**config.mk**
```make
export PLATFORM = sky130hd
export DESIGN_NAME = srio_be_run_splitter
export DESIGN_NICKNAME = d
export VERILOG_FILES = /design/src/rtl/srio_be_run_splitter.sv
export SDC_FILE = /design/constraint.sdc
export NUM_CORES = 1
export LEC_CHECK = 0
export CORE_MARGIN = 2
export CORE_UTILIZATION = 49
export CTS_BUF_LIST = sky130_fd_sc_hd__clkbuf_8
export DETAILED_ROUTE_END_ITERATION = 12
export GPL_TIMING_DRIVEN = 0
export PLACE_DENSITY = 0.86
export SLEW_MARGIN = 20
export SYNTH_ARGS = -nofsm -noshare
export SYNTH_HDL_FRONTEND = slang
export SYNTH_SLANG_ARGS = --single-unit
```
**constraint.sdc**
```tcl
create_clock -name clk -period 6.45 [get_ports clk]
set_input_delay 1.29 -clock clk [delete_from_list [all_inputs] [get_ports clk]]
set_output_delay 1.29 -clock clk [all_outputs]
set_load 0.05 [all_outputs]
```
**src/rtl/srio_be_run_splitter.sv**
```systemverilog
// -----------------------------------------------------------------------------
// srio_be_run_splitter
//
// Takes one bus word (address, data, arbitrary byte enables) and presents it
// downstream as one or more MSB-aligned beats. Each beat's address is advanced
// by the byte offset of its first enabled lane. Its data and enables are
// shifted toward the MSB lane. With SPLIT_RUNS=1, every contiguous run of
// enabled bytes becomes its own beat, so that the SRIO NWRITE builder only
// ever sees contiguous accesses. With SPLIT_RUNS=0, a single beat is emitted
// and any holes in the enables are preserved.
//
// Lane order is big-endian: in_be[BYTES-1] is address offset 0.
//
// Ports
//   clk, rst_n        clock, asynchronous active-low reset
//   in_valid/ready    input word handshake
//   in_be             byte enables, one per lane
//   in_addr           byte address of lane BYTES-1
//   in_data           data, byte i = in_data[8i+7:8i]
//   out_valid/ready   output beat handshake
//   out_be            enables of this beat, MSB-aligned
//   out_addr          in_addr + leading offset (wraps modulo 2^ADDR_W)
//   out_data          held data shifted left by 8*offset, zero-filled
//   out_len           bytes in this beat (run length, or span when not splitting)
//   out_last          final beat of the current input word
// -----------------------------------------------------------------------------
module srio_be_run_splitter #(
  parameter int  BYTES      = 8,
  parameter int  ADDR_W     = 32,
  parameter int  SPLIT_RUNS = 1,
  parameter int  DROP_EMPTY = 1,
  localparam int DW         = 8 * BYTES,
  localparam int LW         = $clog2(BYTES) + 1
) (
  input  logic              clk,
  input  logic              rst_n,
  input  logic              in_valid,
  output logic              in_ready,
  input  logic [BYTES-1:0]  in_be,
  input  logic [ADDR_W-1:0] in_addr,
  input  logic [DW-1:0]     in_data,
  output logic              out_valid,
  input  logic              out_ready,
  output logic [BYTES-1:0]  out_be,
  output logic [ADDR_W-1:0] out_addr,
  output logic [DW-1:0]     out_data,
  output logic [LW-1:0]     out_len,
  output logic              out_last
);

  typedef enum logic {
    IDLE = 1'b0,
    BUSY = 1'b1
  } state_e;

  state_e            state_q, state_d;
  logic [BYTES-1:0]  mask_q, mask_d;   // enables not yet emitted
  logic [ADDR_W-1:0] addr_q, addr_d;
  logic [DW-1:0]     data_q, data_d;

  logic hold_valid;
  assign hold_valid = (state_q == BUSY);

  // ---------------------------------------------------------------------------
  // Beat decode from the held mask. The scan starts at the MSB lane (offset 0):
  //   lead_idx - bit index of the first enabled lane
  //   low_idx  - bit index of the last enabled lane
  //   run_mask - contiguous ones starting at lead_idx
  // ---------------------------------------------------------------------------
  logic             found;
  logic             run_done;
  logic [LW-1:0]    lead_idx;
  logic [LW-1:0]    low_idx;
  logic [LW-1:0]    lead_off;
  logic [LW-1:0]    run_len;
  logic [LW-1:0]    span;
  logic [BYTES-1:0] run_mask;

  // NOTE: every variable driven here gets a default before the loop. Otherwise
  // a path that leaves it unassigned would infer a latch.
  always_comb begin
    found    = 1'b0;
    run_done = 1'b0;
    lead_idx = '0;
    low_idx  = '0;
    run_mask = '0;
    for (int i = BYTES - 1; i >= 0; i--) begin
      if (mask_q[i]) begin
        if (!found) begin
          found    = 1'b1;
          lead_idx = LW'(i);
        end
        low_idx = LW'(i);
        if (!run_done) begin
          run_mask[i] = 1'b1;
        end
      end else if (found) begin
        run_done = 1'b1;
      end
    end

    run_len = '0;
    for (int i = 0; i < BYTES; i++) begin
      run_len = run_len + LW'(run_mask[i]);
    end

    // An empty mask (possible only when empty words are kept) gives offset 0
    // and length 0, so that word passes through unshifted.
    lead_off = found ? (LW'(BYTES - 1) - lead_idx) : '0;
    span     = found ? (lead_idx - low_idx + LW'(1)) : '0;
  end

  logic [BYTES-1:0] beat_be;
  logic [LW-1:0]    beat_len;
  logic             beat_last;

  always_comb begin
    if (SPLIT_RUNS != 0) begin
      beat_be   = run_mask << lead_off;
      beat_len  = run_len;
      beat_last = ((mask_q & ~run_mask) == '0);
    end else begin
      beat_be   = mask_q << lead_off;
      beat_len  = span;
      beat_last = 1'b1;
    end
  end

  // Outputs are forced to zero whenever nothing is held.
  assign out_valid = hold_valid;
  assign out_be    = hold_valid ? beat_be : '0;
  assign out_addr  = hold_valid ? (addr_q + ADDR_W'(lead_off)) : '0;
  assign out_data  = hold_valid ? (data_q << {lead_off, 3'b000}) : '0;
  assign out_len   = hold_valid ? beat_len : '0;
  assign out_last  = hold_valid & beat_last;

  // A new word may load in the same cycle that the last beat of the current
  // word leaves, so back-to-back words stream without a bubble.
  assign in_ready = !hold_valid || (out_ready && beat_last);

  logic accept;
  logic fire;
  assign accept = in_valid && in_ready;
  assign fire   = hold_valid && out_ready;

  // ---------------------------------------------------------------------------
  // Next-state logic
  // ---------------------------------------------------------------------------
  always_comb begin
    state_d = state_q;
    mask_d  = mask_q;
    addr_d  = addr_q;
    data_d  = data_q;
    unique case (state_q)
      IDLE: begin
        if (accept) begin
          mask_d  = in_be;
          addr_d  = in_addr;
          data_d  = in_data;
          state_d = (DROP_EMPTY != 0 && in_be == '0) ? IDLE : BUSY;
        end
      end
      BUSY: begin
        if (accept) begin
          mask_d  = in_be;
          addr_d  = in_addr;
          data_d  = in_data;
          state_d = (DROP_EMPTY != 0 && in_be == '0) ? IDLE : BUSY;
        end else if (fire) begin
          if (beat_last) begin
            state_d = IDLE;
          end else begin
            mask_d = mask_q & ~run_mask;
          end
        end
      end
      default: state_d = IDLE;
    endcase
  end

  // NOTE: state registers use non-blocking assignments, so every flop samples
  // the values from before the edge, independent of statement order.
  always_ff @(posedge clk or negedge rst_n) begin
    if (!rst_n) begin
      state_q <= IDLE;
      mask_q  <= '0;
      addr_q  <= '0;
      data_q  <= '0;
    end else begin
      state_q <= state_d;
      mask_q  <= mask_d;
      addr_q  <= addr_d;
      data_q  <= data_d;
    end
  end

endmodule

```
==> results.txt <==
Yosys attributes the largest share of cell area to sky130_fd_sc_hd__dfrtp_1, sky130_fd_sc_hd__mux2_2, sky130_fd_sc_hd__mux2_4, sky130_fd_sc_hd__mux2i_1, sky130_fd_sc_hd__nor2_1. The net count after synthesis is 806. The number of max-capacitance violations reported came out at 0. The global-route wire length before repair is 35000 um. The detailed router placed between 6000 and 7000 vias in this run. Compared with the post-synthesis result, the final layout area differs by 37.4%.

After detailed routing, the met3 layer carries 1760 um of wire. The area of combinational cells with multiple inputs came out at 0.00423 sq mm. The worst path in the final design needs a cycle of between 6 and 7 ns, including I/O delays and setup.

The mean cell area of the mapped netlist came out at 10.5 sq um. TritonCTS built the clock tree. The critical path capture point type is a primary output. The final antenna diode count is 0. The detailed-routing wirelength on met1 is 9700 um. During synthesis, Yosys emitted a total of 0 warnings. For this run, the total global-route usage over all layers was measured as 0.285. The number of instances on the worst hold path is 1.

The setup total negative slack is 0 ns. The worst-path maximum fanout came out at 6. The data arrival time of the critical path is 4.87 ns. The via count of the first global-routing pass is 6248. The worst clock skew came out at about 0.011 ns. The worst register-to-register path begins at mask_q[6]$_DFFE_PN0P_. The number of I/O pins came out at 219. The post-route DRC violation count is 0. The most frequent cell after synthesis is sky130_fd_sc_hd__dfrtp_1. The required time of the worst setup path came out at a little over 5 ns.

The final count of pins violating max slew came out at 0. In the finished design, the share of the clock period the worst path needs comes to 0.955. The footprint of the flip-flops and latches came out at 0.00263 sq mm.

The area share of the largest cell type after synthesis is 0.365. The HPWL after detailed placement is 17500 um. The effective utilization at floorplan is 0.499. Timing would allow up to 0.162 GHz.

The remaining antenna violation count after routing came out at 0. The worst setup timing slack at the placement stage is -0.662 ns. The tree is rooted in a sky130_fd_sc_hd__clkbuf_8. The distinct cell type count of the synthesized netlist came out at 60. The largest net degree at the start of global routing came out at between 50 and 60.

STA classifies the critical path startpoint as a flop. The slack of the worst reg-to-reg path came out at 3.65 ns. In this run, synthesis produced a sequential element count of between 100 and 150. The average routed wire per standard cell came out at 20.5 um. The number of fill cells came out at about 1200. The number of port buffers is 218. Summed over all instances, the cell type with the most area after synthesis is sky130_fd_sc_hd__dfrtp_1. The worst hold slack across all endpoints is 0.521 ns. The number of cell instances on the worst register-to-register path is 11. Setup repair after global routing left no endpoint under its margin. In this run the deepest clock path goes through 2 buffers. In this run the horizontal extent of the chip is 125 um. The met2 wire length came out at 10600 um.

The number of flops mapped to enable cells by yosys came out at 0. The clock tree synthesis step divided the H-tree into 3 levels. The final net count came out at 1040. The run finished with clean final reports. The remaining max-slew budget at the tightest pin is 0.605. The dominant register cell in the synthesized netlist is sky130_fd_sc_hd__dfrtp_1. The clock net sink count is 105. The overall die area is ~0.016 sq mm. The remaining global-route overflow came out at 0. The routed wire length is 22700 um. The count of final hold-check violations is 0. In this run the cell area of the synthesized design comes to 0.00719 sq mm. The number of instances in the synthesized netlist came out at 683. The clock latency at the later pin of the worst-skew pair is 0.39 ns.

The transition time of the tightest slew-check pin came out at approximately 0.59 ns. The layout cell share with drive strength beyond 1 is 0.193. The highest metal layer carrying signal wires in the routed design is met4. The CTS clock-pin slew for the worst setup and hold paths came out at 0.10 ns. For this run, the register share of the synthesized area comes to 0.365. The initial antenna violation count came to 0. For hold timing, the worst endpoint is addr_q[2]$_DFFE_PN0P_. The number of design-rule violations left by the first detailed-router iteration is approximately 600. The reg-to-reg critical path endpoint is addr_q[20]$_DFFE_PN0P_. By count the netlist is led by sky130_fd_sc_hd__dfrtp_1, sky130_fd_sc_hd__mux2_2, sky130_fd_sc_hd__nor2_1, sky130_fd_sc_hd__mux2i_1. In this run the standard cell core region covers 0.0144 sq mm. The worst setup margin is 0.289 ns.

The startpoint identified for the worst hold timing path is addr_q[2]$_DFFE_PN0P_. After synthesis, the share of flip-flops with an asynchronous set or reset is 1.00. The first-pass iteration count of the detailed router is 6. The post-detailed-route via-to-cell ratio is between 5 and 6. The placer's final routability congestion estimate came out at 0.946. The initialized floorplan defines 44 standard-cell rows. Measured along the y axis, the die boundary spans 125 um. Counting the buffers created by CTS gives 9. The worst setup path is of the flop to primary output kind. The path class of the lowest-slack min-delay path is flop to flop. Setup violations remaining at the end of the flow were counted as 0.
-- state kept, by name, indices dropped and copies added (netlist names) --
register   count
addr_q        32
data_q        64
out_valid      1
mask_q         8
-- logic make-up after synthesis --
group	after synthesis	synth area share
and+or+nand+nor	181	0.128
adders and majority gates	15	0.0313
buffers and inverters	65	0.0522
xor gates and xnor gates	24	0.0292
AOI/OAI and AO/OA	130	0.128
muxes	163	0.266
DFF	105	0.365
-- cell type report --
| type | instances | share of cell area |
|---|---|---|
| clock buffer | 9 | 0.0125 |
| inverter | 25 | 0.00975 |
| tap | 184 | 0.0233 |
| clock inverter | 7 | 0.00646 |
| buffer | 38 | 0.0272 |
| timing repair buffer | 225 | 0.227 |
| sequential | 105 | 0.266 |
| multi-input combinational | 513 | 0.428 |
-- per-stage QoR --
stage	instances	area, sq um	utilization
after floorplan	683	7190	-
after global placement	1085	9600	0.666
after detailed placement	1086	9630	0.668
after CTS	1102	9840	0.682
after global routing	1106	9880	0.685
final	1106	9880	0.685
-- per-layer routing --
metal | vias up | global-route usage
li1 | 2931 | -
met1 | 3193 | 0.404
met2 | 343 | 0.440
met3 | 46 | 0.0565
met4 | 0 | 0.0941
met5 | - | 0
-- cells in the final DEF (no fill, tap or decap), types with 9 or more instances in the layout --
cell type,netlist,routed
sky130_fd_sc_hd__nand2_1,40,40
sky130_fd_sc_hd__buf_6,12,12
sky130_fd_sc_hd__mux2_2,63,63
sky130_fd_sc_hd__mux2_4,40,40
sky130_fd_sc_hd__o22ai_1,9,9
sky130_fd_sc_hd__clkdlybuf4s50_1,0,204
sky130_fd_sc_hd__and3_1,16,16
sky130_fd_sc_hd__a21o_1,9,9
sky130_fd_sc_hd__dfrtp_1,105,103
sky130_fd_sc_hd__a21oi_1,11,11
sky130_fd_sc_hd__o21ai_0,28,28
sky130_fd_sc_hd__mux2i_1,60,60
sky130_fd_sc_hd__inv_1,22,22
sky130_fd_sc_hd__and2_1,12,12
sky130_fd_sc_hd__clkbuf_8,0,9
sky130_fd_sc_hd__a2bb2oi_1,9,9
sky130_fd_sc_hd__xor2_1,17,17
sky130_fd_sc_hd__o21ai_1,13,13
sky130_fd_sc_hd__nand3_1,11,10
sky130_fd_sc_hd__clkbuf_1,16,15
sky130_fd_sc_hd__nor2_1,63,63
sky130_fd_sc_hd__o22a_1,24,24
sky130_fd_sc_hd__buf_4,2,12
sky130_fd_sc_hd__ha_1,10,9
-- worst max-delay path, cell delays in order (launching register included) --
cell and delay [ns]:
sky130_fd_sc_hd__dfrtp_2 0.44, sky130_fd_sc_hd__inv_2 0.13, sky130_fd_sc_hd__ha_4 0.18, sky130_fd_sc_hd__nor3b_4 0.36, sky130_fd_sc_hd__a211oi_4 0.16, sky130_fd_sc_hd__nor3_1 0.43
sky130_fd_sc_hd__fa_1 0.49, sky130_fd_sc_hd__inv_1 0.08, sky130_fd_sc_hd__fa_1 0.42, sky130_fd_sc_hd__inv_1 0.10, sky130_fd_sc_hd__fa_1 0.44, sky130_fd_sc_hd__ha_1 0.30
sky130_fd_sc_hd__and2_1 0.12, sky130_fd_sc_hd__clkdlybuf4s50_1 0.83
-- worst max-delay path by stage --
| stage | startpoint | slack (ns) | depth (start not counted) | end |
|---|---|---|---|---|
| after floorplan | mask_q[6]$_DFFE_PN0P_ | 0.23 | 20 | out_addr[24] |
| after global placement | mask_q[6]$_DFFE_PN0P_ | -0.53 | 21 | out_addr[28] |
| after detailed placement | mask_q[6]$_DFFE_PN0P_ | -0.66 | 21 | out_addr[28] |
| after CTS | mask_q[7]$_DFFE_PN0P_ | 0.006 | 22 | out_addr[28] |
| after global routing | mask_q[6]$_DFFE_PN0P_ | 0.04 | 21 | out_addr[30] |
| final | mask_q[6]$_DFFE_PN0P_ | 0.29 | 13 | out_len[0] |
-- what timing repair did --
action | CTS | global route
resized for setup | 47 | 5
hold buffers | 0 | 0
pin swaps | 0 | 1
setup buffers | 1 | 5
endpoints found under the setup margin | 27 | 22
endpoints found under the hold margin | 0 | 0
Power is left out: the tool's default activity adds up to more than one toggle a clock period on the data nets, which glitch-free logic cannot reach.
